<file path="src/rtl/serial_parity_tx.sv">
// serial_parity_tx: valid/ready word in, start + LSB-first data + parity + stop bit out on tx
module serial_parity_tx #(
   parameter int DATA_W       = 8,
   parameter int CLKS_PER_BIT = 4,
   parameter bit PARITY_ODD   = 1'b0
) (
   input  logic              clk,
   input  logic              rst_n,
   input  logic [DATA_W-1:0] data_in,
   input  logic              valid,
   output logic              ready,
   output logic              tx,
   output logic              busy,
   output logic              done
);
   localparam int CW = CLKS_PER_BIT > 1 ? $clog2(CLKS_PER_BIT) : 1;
   localparam int BW = $clog2(DATA_W + 1);
   typedef enum logic [2:0] {IDLE, START, DATA, PARITY, STOP} state_t;
   state_t            state, state_nx;
   logic [CW-1:0]     cnt, cnt_nx;
   logic [BW-1:0]     idx, idx_nx;
   logic [DATA_W-1:0] shift, shift_nx;
   logic              par, par_nx, tx_nx, done_nx, accept, last;
   assign ready  = state == IDLE && rst_n;
   assign busy   = state != IDLE;
   assign accept = valid && ready;
   assign last   = cnt == CW'(CLKS_PER_BIT - 1);
   always_comb begin
      state_nx = state;
      done_nx  = 1'b0;
      case (state)
         IDLE:    state_nx = accept ? START : IDLE;
         START:   state_nx = last ? DATA : START;
         DATA:    state_nx = last && idx == BW'(DATA_W - 1) ? PARITY : DATA;
         PARITY:  state_nx = last ? STOP : PARITY;
         STOP: begin
            state_nx = last ? IDLE : STOP;
            done_nx  = last;
         end
         default: state_nx = IDLE;
      endcase
      cnt_nx   = state_nx != state || state == IDLE || last ? '0 : cnt + CW'(1);
      idx_nx   = state_nx != state ? '0 : state == DATA && last ? idx + BW'(1) : idx;
      shift_nx = accept ? data_in : state == DATA && last ? shift >> 1 : shift;
      par_nx   = accept ? ^data_in ^ PARITY_ODD : par;
      // tx is registered, so it is computed from the state being entered
      tx_nx    = state_nx == START  ? 1'b0 :
                 state_nx == DATA   ? shift_nx[0] :
                 state_nx == PARITY ? par_nx : 1'b1;
   end
   always_ff @(posedge clk) begin
      if (!rst_n) begin
         state <= IDLE;
         cnt   <= '0;
         idx   <= '0;
         shift <= '0;
         par   <= 1'b0;
         tx    <= 1'b1;
         done  <= 1'b0;
      end else begin
         state <= state_nx;
         cnt   <= cnt_nx;
         idx   <= idx_nx;
         shift <= shift_nx;
         par   <= par_nx;
         tx    <= tx_nx;
         done  <= done_nx;
      end
   end
endmodule
</file>
<file path="config.mk">
export PLATFORM = sky130hd
export DESIGN_NAME = serial_parity_tx
export DESIGN_NICKNAME = d
export VERILOG_FILES = /design/src/rtl/serial_parity_tx.sv
export SDC_FILE = /design/constraint.sdc
export NUM_CORES = 1
export LEC_CHECK = 0
export BUFFER_PORTS_ARGS = -buffer_cell sky130_fd_sc_hd__buf_2
export CORE_MARGIN = 2
export CORE_UTILIZATION = 54
export CTS_CLUSTER_DIAMETER = 30
export DETAILED_ROUTE_END_ITERATION = 12
export PLACE_DENSITY = 0.76
export SYNTH_ARGS = -nofsm -noshare
export SYNTH_HDL_FRONTEND = slang
export SYNTH_SLANG_ARGS = --single-unit
</file>
<file path="constraint.sdc">
create_clock -name clk -period 1.9 [get_ports clk]
set_clock_uncertainty 0.1 [all_clocks]
set_input_delay 0.285 -clock clk [delete_from_list [all_inputs] [get_ports clk]]
set_output_delay 0.285 -clock clk [all_outputs]
set_load 0.01 [all_outputs]
</file>
==> results of run 1 <==
-- final cells by class --
| class | instances | area [µm²] |
|---|---|---|
| fill | 155 | 621 |
| multi-input combinational | 78 | 582 |
| sequential | 20 | 400 |
| timing repair buffer | 17 | 92.6 |
| tap | 25 | 31.3 |
| clock buffer | 3 | 22.5 |
| inverter | 4 | 15.0 |
-- path summary, 6_finish.rpt --
| check | start | endpoint | slack (ns) | depth (start not counted) |
|---|---|---|---|---|
| max | cnt[0] | tx | 0.11 | 6 |
| min | data_in[7] | shift[7] | 0.15 | 3 |
| max reg2reg | cnt[0] | tx | 0.11 | 6 |
| min reg2reg | cnt[0] | cnt[0] | 0.35 | 1 |
-- routing by layer --
layer / track usage (%) / vias up
li1: - / 416
met1: 24.4 / 376
met2: 31.7 / 13
met3: 3.40 / 2
met4: 3.24 / 0
met5: 0 / -
-- registers in the layout, summed over array words and instances, names as in the netlist --
| register | flops |
|---|---|
| state | 3 |
| par | 1 |
| idx | 4 |
| tx | 1 |
| cnt | 2 |
| done | 1 |
| shift | 8 |
-- logic make-up after synthesis --
family	share of synthesized area (%)
fa+ha+maj	2.42
mux	7.76
compound gates	12.2
buf+inv	5.45
xor+xnor	9.33
flops	38.8
simple gates	24.0
-- cells in the mapped netlist, types with 2 or more instances --
| cell | n |
|---|---|
| nand4_1 | 2 |
| dfxtp_1 | 20 |
| nor2_1 | 16 |
| nand2_1 | 6 |
| a211oi_1 | 6 |
| xnor2_1 | 8 |
| o22ai_1 | 2 |
| buf_2 | 3 |
| xor2_1 | 3 |
| mux2i_1 | 8 |
| inv_1 | 4 |
| buf_6 | 2 |
| a21oi_1 | 2 |
| ha_1 | 2 |
-- placed cells by master (no fill, tap or decap), types with 3 or more instances in the layout --
master / synthesis / layout
a211oi_1: 6 / 6
buf_2: 3 / 14
buf_4: 0 / 3
clkbuf_4: 0 / 3
dfxtp_1: 20 / 20
inv_1: 4 / 4
mux2i_1: 8 / 8
nand2_1: 6 / 6
nor2_1: 16 / 16
xnor2_1: 8 / 8
xor2_1: 3 / 3
-- worst min-delay path: stages --
cell and delay (ns):
buf_2 0.11, nand2_1 0.05, a21oi_1 0.05
-- power by group through the flow --
stage                     registers, mW  logic, mW  clock network [mW]
final                             0.446      0.107               0.187
after global routing              0.449      0.117               0.211
after CTS                         0.447      0.107               0.193
after detailed placement          0.456      0.106                   0
after global placement            0.455      0.104                   0
after floorplan                   0.454     0.0749                   0
-- metrics by stage --
stage	cells	setup slack (ns)	hold WS, ns	cell area [µm²]
3_3_place_gp	144	0.247	0.313	1110
5_1_grt	147	-0.00994	0.141	1140
6_report	147	0.114	0.154	1140
3_5_place_dp	144	0.145	0.325	1110
4_1_cts	147	0.119	0.145	1140
2_1_floorplan	108	0.250	0.307	1030
-- what timing repair did --
| action | 4_1_cts | 5_1_grt |
|---|---|---|
| hold buffers | 0 | 0 |
| endpoints found under the setup margin | 0 | 1 |
| resized for setup | 0 | 1 |
==> results.txt, run 1 <==
met1 WL: 855 µm
status: completed
Switch Pwr: 0.181 mW
asr flop ratio synth: 0%
Rows: 15
Gate Count Post-Synth: 108
Leak: 0.432 nW
ys flop type: dfxtp_1
Clock H-tree levels: 1
top layer in use: met4
Starting Density: 58.5%
sequential share of the synthesized area: 38.8%
Combinational Power Share: 14.5%
Syn. warnings: 0
I/O pin count: 15
crit path capture type: flip-flop
synth unique cells: 38
VDD IR-drop max: 0.383 mV
post-layout util: 64.8%
diode count: 0
post-synth top area share: 38.8%
Data arrival, critical path: 1.85 ns
worst slew pin tran: 0.383 ns
total setup buffers inserted after CTS: 0
largest net degree at the start of global routing: 13
final setup fails: 0
Final Hold Fails: 0
Residual DRC: 0
CP required: 1.97 ns
Mapped Nets: 121
Layout area overhead: 10.8%
CTS sink count: 20
Pwr Total: 0.740 mW
share of cells above drive strength 1: 22.1%
Max Slew Vio Count: 0
period utilisation layout: 94.0%
CP top delay family: simple AND/OR/NAND/NOR gates
Hold Crit Class: input pin to flip-flop
CP startpoint kind: flip-flop
Slew Limit Headroom: 74.4%
Clock Power Share: 25.3%
ANT nets after route: 0
Synth area leader: dfxtp_1
DR WL/cell: 12.7 µm
max-cap check violation count: 0
Clk pin slew, worst setup/hold paths: 0.10 ns
root buffer cell: clkbuf_4
chip height: 47.7 µm
met3 routed WL: 53 µm
die area: 0.00228 mm²
Mapped Area: 0.00103 mm²
vias in the first global route: 685
port buffer count: 14
RD Place Congestion: 0.800
first-pass GRT wire length: 2960 µm
global route overflow: 0
Die Width: 47.7 µm
top cells by area, synth: dfxtp_1 39%, mux2i_1 7.8%, xnor2_1 6.8%
Mean Syn Cell Area: 9.56 µm²
core box area: 0.00176 mm²
Power Density: 647 mW/mm²
Fmax achieved: 560 MHz
dpl hpwl: 1460 µm
CP peak stage delay: 0.36 ns
Final min period: 1.79 ns
Max clock buf depth: 2
Max FO, Critical Path: 7
antenna violations before repair: 0
sw frac: 24.4%
crit path kind: flip-flop to flip-flop
FF+latch count, synth: 20
part of the power in registers: 60.3%
buffers plus inverters on the worst setup path: 0
1st-iter DRT viols: 15
Internal: 0.559 mW
setup tns final: 0 ns
critical path cell sequence: ha_1 -> and4bb_4 -> mux2i_1 -> o2111ai_2 -> o2111ai_1 -> nand4bb_1
later-pin clock latency in the skew report: 0.28 ns
nets@finish: 137
Post-synth EDFFs: 0
routed via count: 807
DR WL met2: 945 µm
Total GRT Usage: 18.4%
Vias/cell: 5.49
Routed Wire Length: 1860 µm
CTS tree: built
Worst path slowest cell: dfxtp_1
TritonRoute pass-1 iters: 5
CTS buffer count: 3
No activity file was read; power rests on OpenSTA's default activity.
==> inputs of run 2 (changes only) <==
Settings changed: CORE_UTILIZATION 54 to 45, PLACE_DENSITY 0.76 to 0.68.
Clock period 1.9 ns to 1.5 ns, I/O delays scaled along.
==> results.txt, run 2 (same netlist as run 1, synthesis figures left out) <==
status: finished, violations left
failing checks: negative setup slack
worst setup path endpoint: tx
reg2reg end: tx
CP required: 1.61 ns (-0.36 ns)
Largest regs: shift: 8 flops, idx: 4 flops, state: 3 flops
Starting Density: 47.1% (-11 points)
most frequent cells in the layout: 18 x buf_4, 16 x dfxtp_1, 15 x buf_6
crit path capture type: flip-flop
TritonRoute pass-1 iters: 4 (-1)
Total GRT Usage: 21.9% (+3.5 points)
Pwr Total: 1.10 mW (+48%)
routed via count: 979 (+21%)
Clock H-tree levels: 1 (unchanged)
worst r2r src: state[0]
cell count after placement: 161 (+12%)
chip height: 51.9 µm (+8.7%)
R2R Setup Slk: -0.22 ns (-0.34 ns)
final setup fails: 17 (+17)
Final Hold Fails: 0 (unchanged)
Power Density: 699 mW/mm² (+8.0%)
WP depth: 6 (unchanged)
buffers plus inverters on the worst setup path: 1 (+1)
Vias/cell: 5.44 (-0.93%)
largest net degree at the start of global routing: 12 (-1)
most common cell after layout, fill and taps aside: buf_4
VDD IR-drop max: 0.567 mV (+48%)
dpl hpwl: 1640 µm (+13%)
first-pass GRT wire length: 4260 µm (+44%)
share of cells above drive strength 1: 50.0% (+28 points)
Routed Wire Length: 2650 µm (+42%)
Worst path slowest cell: dfxtp_4
die area: 0.00269 mm² (+18%)
ANT nets after route: 0 (unchanged)
Max clock buf depth: 2 (unchanged)
antenna violations before repair: 0 (unchanged)
port buffer count: 14 (unchanged)
root buffer cell: clkbuf_4
Final min period: 1.72 ns (-0.0647 ns)
CP startpoint kind: flip-flop
max FFs per register: 8 (unchanged)
Die Width: 51.9 µm (+8.7%)
CP peak stage delay: 0.37 ns (about the same)
Hold Crit Class: input pin to flip-flop
critical path cell sequence: buf_6 -> and4bb_4 -> mux2i_2 -> o2111ai_2 -> o2111ai_2 -> nand4bb_1
Slew Limit Headroom: 83.8% (+9.4 points)
fin worst setup slack: -0.222 ns (-0.335 ns)
1st-iter DRT viols: 24 (+9)
Max FO, Critical Path: 4 (-3)
RSZ-0062 raised after global routing: true
Data arrival, critical path: 1.83 ns (-0.02 ns)
Fmax achieved: 581 MHz (+3.8%)
Layout area overhead: 51.8%
CTS sink count: 20 (unchanged)
Clk pin slew, worst setup/hold paths: 0.12 ns (+0.02 ns)
worst slew pin tran: 0.240 ns (-0.143 ns)
diode count: 0 (unchanged)
later-pin clock latency in the skew report: 0.31 ns (+0.03 ns)
CP top delay family: simple AND/OR/NAND/NOR gates
crit path launch: state[0]
CTS tree: built
period utilisation layout: 115% (+21 points)
nets@finish: 166 (+21%)
max-cap check violation count: 0 (unchanged)
Leak: 0.628 nW (+45%)
RD Place Congestion: 0.812 (+1.5%)
most frequent CP cell: o2111ai_2
crit path kind: flip-flop to flip-flop
Rows: 17 (+2)
worst r2r path cells: 6 (unchanged)
Biggest register: shift
Final Non-Filler Cells: 180 (+22%)
I/O pin count: 15 (unchanged)
core box area: 0.00219 mm² (+24%)
vias in the first global route: 939 (+37%)
Residual DRC: 0 (unchanged)
DR WL/cell: 14.7 µm (+16%)
CTS buffer count: 3 (unchanged)
Max Slew Vio Count: 0 (unchanged)
global route overflow: 0 (unchanged)
[run 2: changes by cell type in the layout (fill, tap and decap cells not counted), moves of 2 or more]
cell	change
buf_4	+15
buf_6	+15
nor2_1	-5
dfxtp_1	-4
nor2_2	+4
a211oi_1	-3
a211oi_2	+3
dfxtp_2	+2
dfxtp_4	+2
[run 2: what timing repair did]
action	4_1_cts	5_1_grt
gates resized for setup	28	18
setup endpoints to repair	18	20
hold buffers	0	0
buffers inserted	12	5
pin swaps	8	15
[run 2: stage by stage]
stage / hold slack [ns] / util (%) / setup TNS [ns] / setup WS [ns] / cell area (µm²)
final: 0.0801 / 71.5 / -1.77 / -0.222 / 1570
after global routing: 0.0644 / 71.5 / -2.80 / -0.288 / 1570
after CTS: 0.0724 / 66.2 / -2.31 / -0.265 / 1450
after detailed placement: 0.321 / 55.9 / -0.894 / -0.234 / 1220
after global placement: 0.312 / 55.9 / -0.419 / -0.0959 / 1220
after floorplan: 0.261 / - / -0.118 / -0.118 / 1040
[run 2: worst min-delay path, stage by stage]
cell and delay [ns]:
buf_2 0.11, nand2_1 0.05, a21oi_1 0.06
[run 2: power by group]
| group | switching [mW] | internal [mW] | leakage [nW] | total (mW) |
|---|---|---|---|---|
| registers | 0.0115 | 0.550 | 0.165 | 0.562 |
| logic | 0.102 | 0.108 | 0.441 | 0.210 |
| clock network | 0.175 | 0.148 | 0.0210 | 0.323 |
| total | 0.288 | 0.807 | 0.628 | 1.10 |
[run 2: cell type report]
type	instances	area (µm²)
multi-input cells	78	698
well taps	28	35.0
clock buffers	4	36.3
inverters	4	17.5
flip-flops and latches	20	410
repair buffers	46	369
fillers	164	624
[run 2: worst min-delay path by stage]
stage / from / end / slack, ns / cells after the start
finish: data_in[7] / shift[7] / 0.08 / 3
global route: data_in[7] / shift[7] / 0.06 / 3
CTS: data_in[7] / shift[7] / 0.07 / 3
detailed placement: cnt[0] / cnt[0] / 0.32 / 1
global placement: cnt[0] / cnt[0] / 0.31 / 1
floorplan: data_in[7] / shift[7] / 0.26 / 2
[run 2: layer usage]
layer / GRT usage, % / part of all wire, %
met1: 26.6 / 44
met2: 36.9 / 52
met3: 3.45 / 3.1
met4: 11.4 / 1.4
met5: 0 / 0
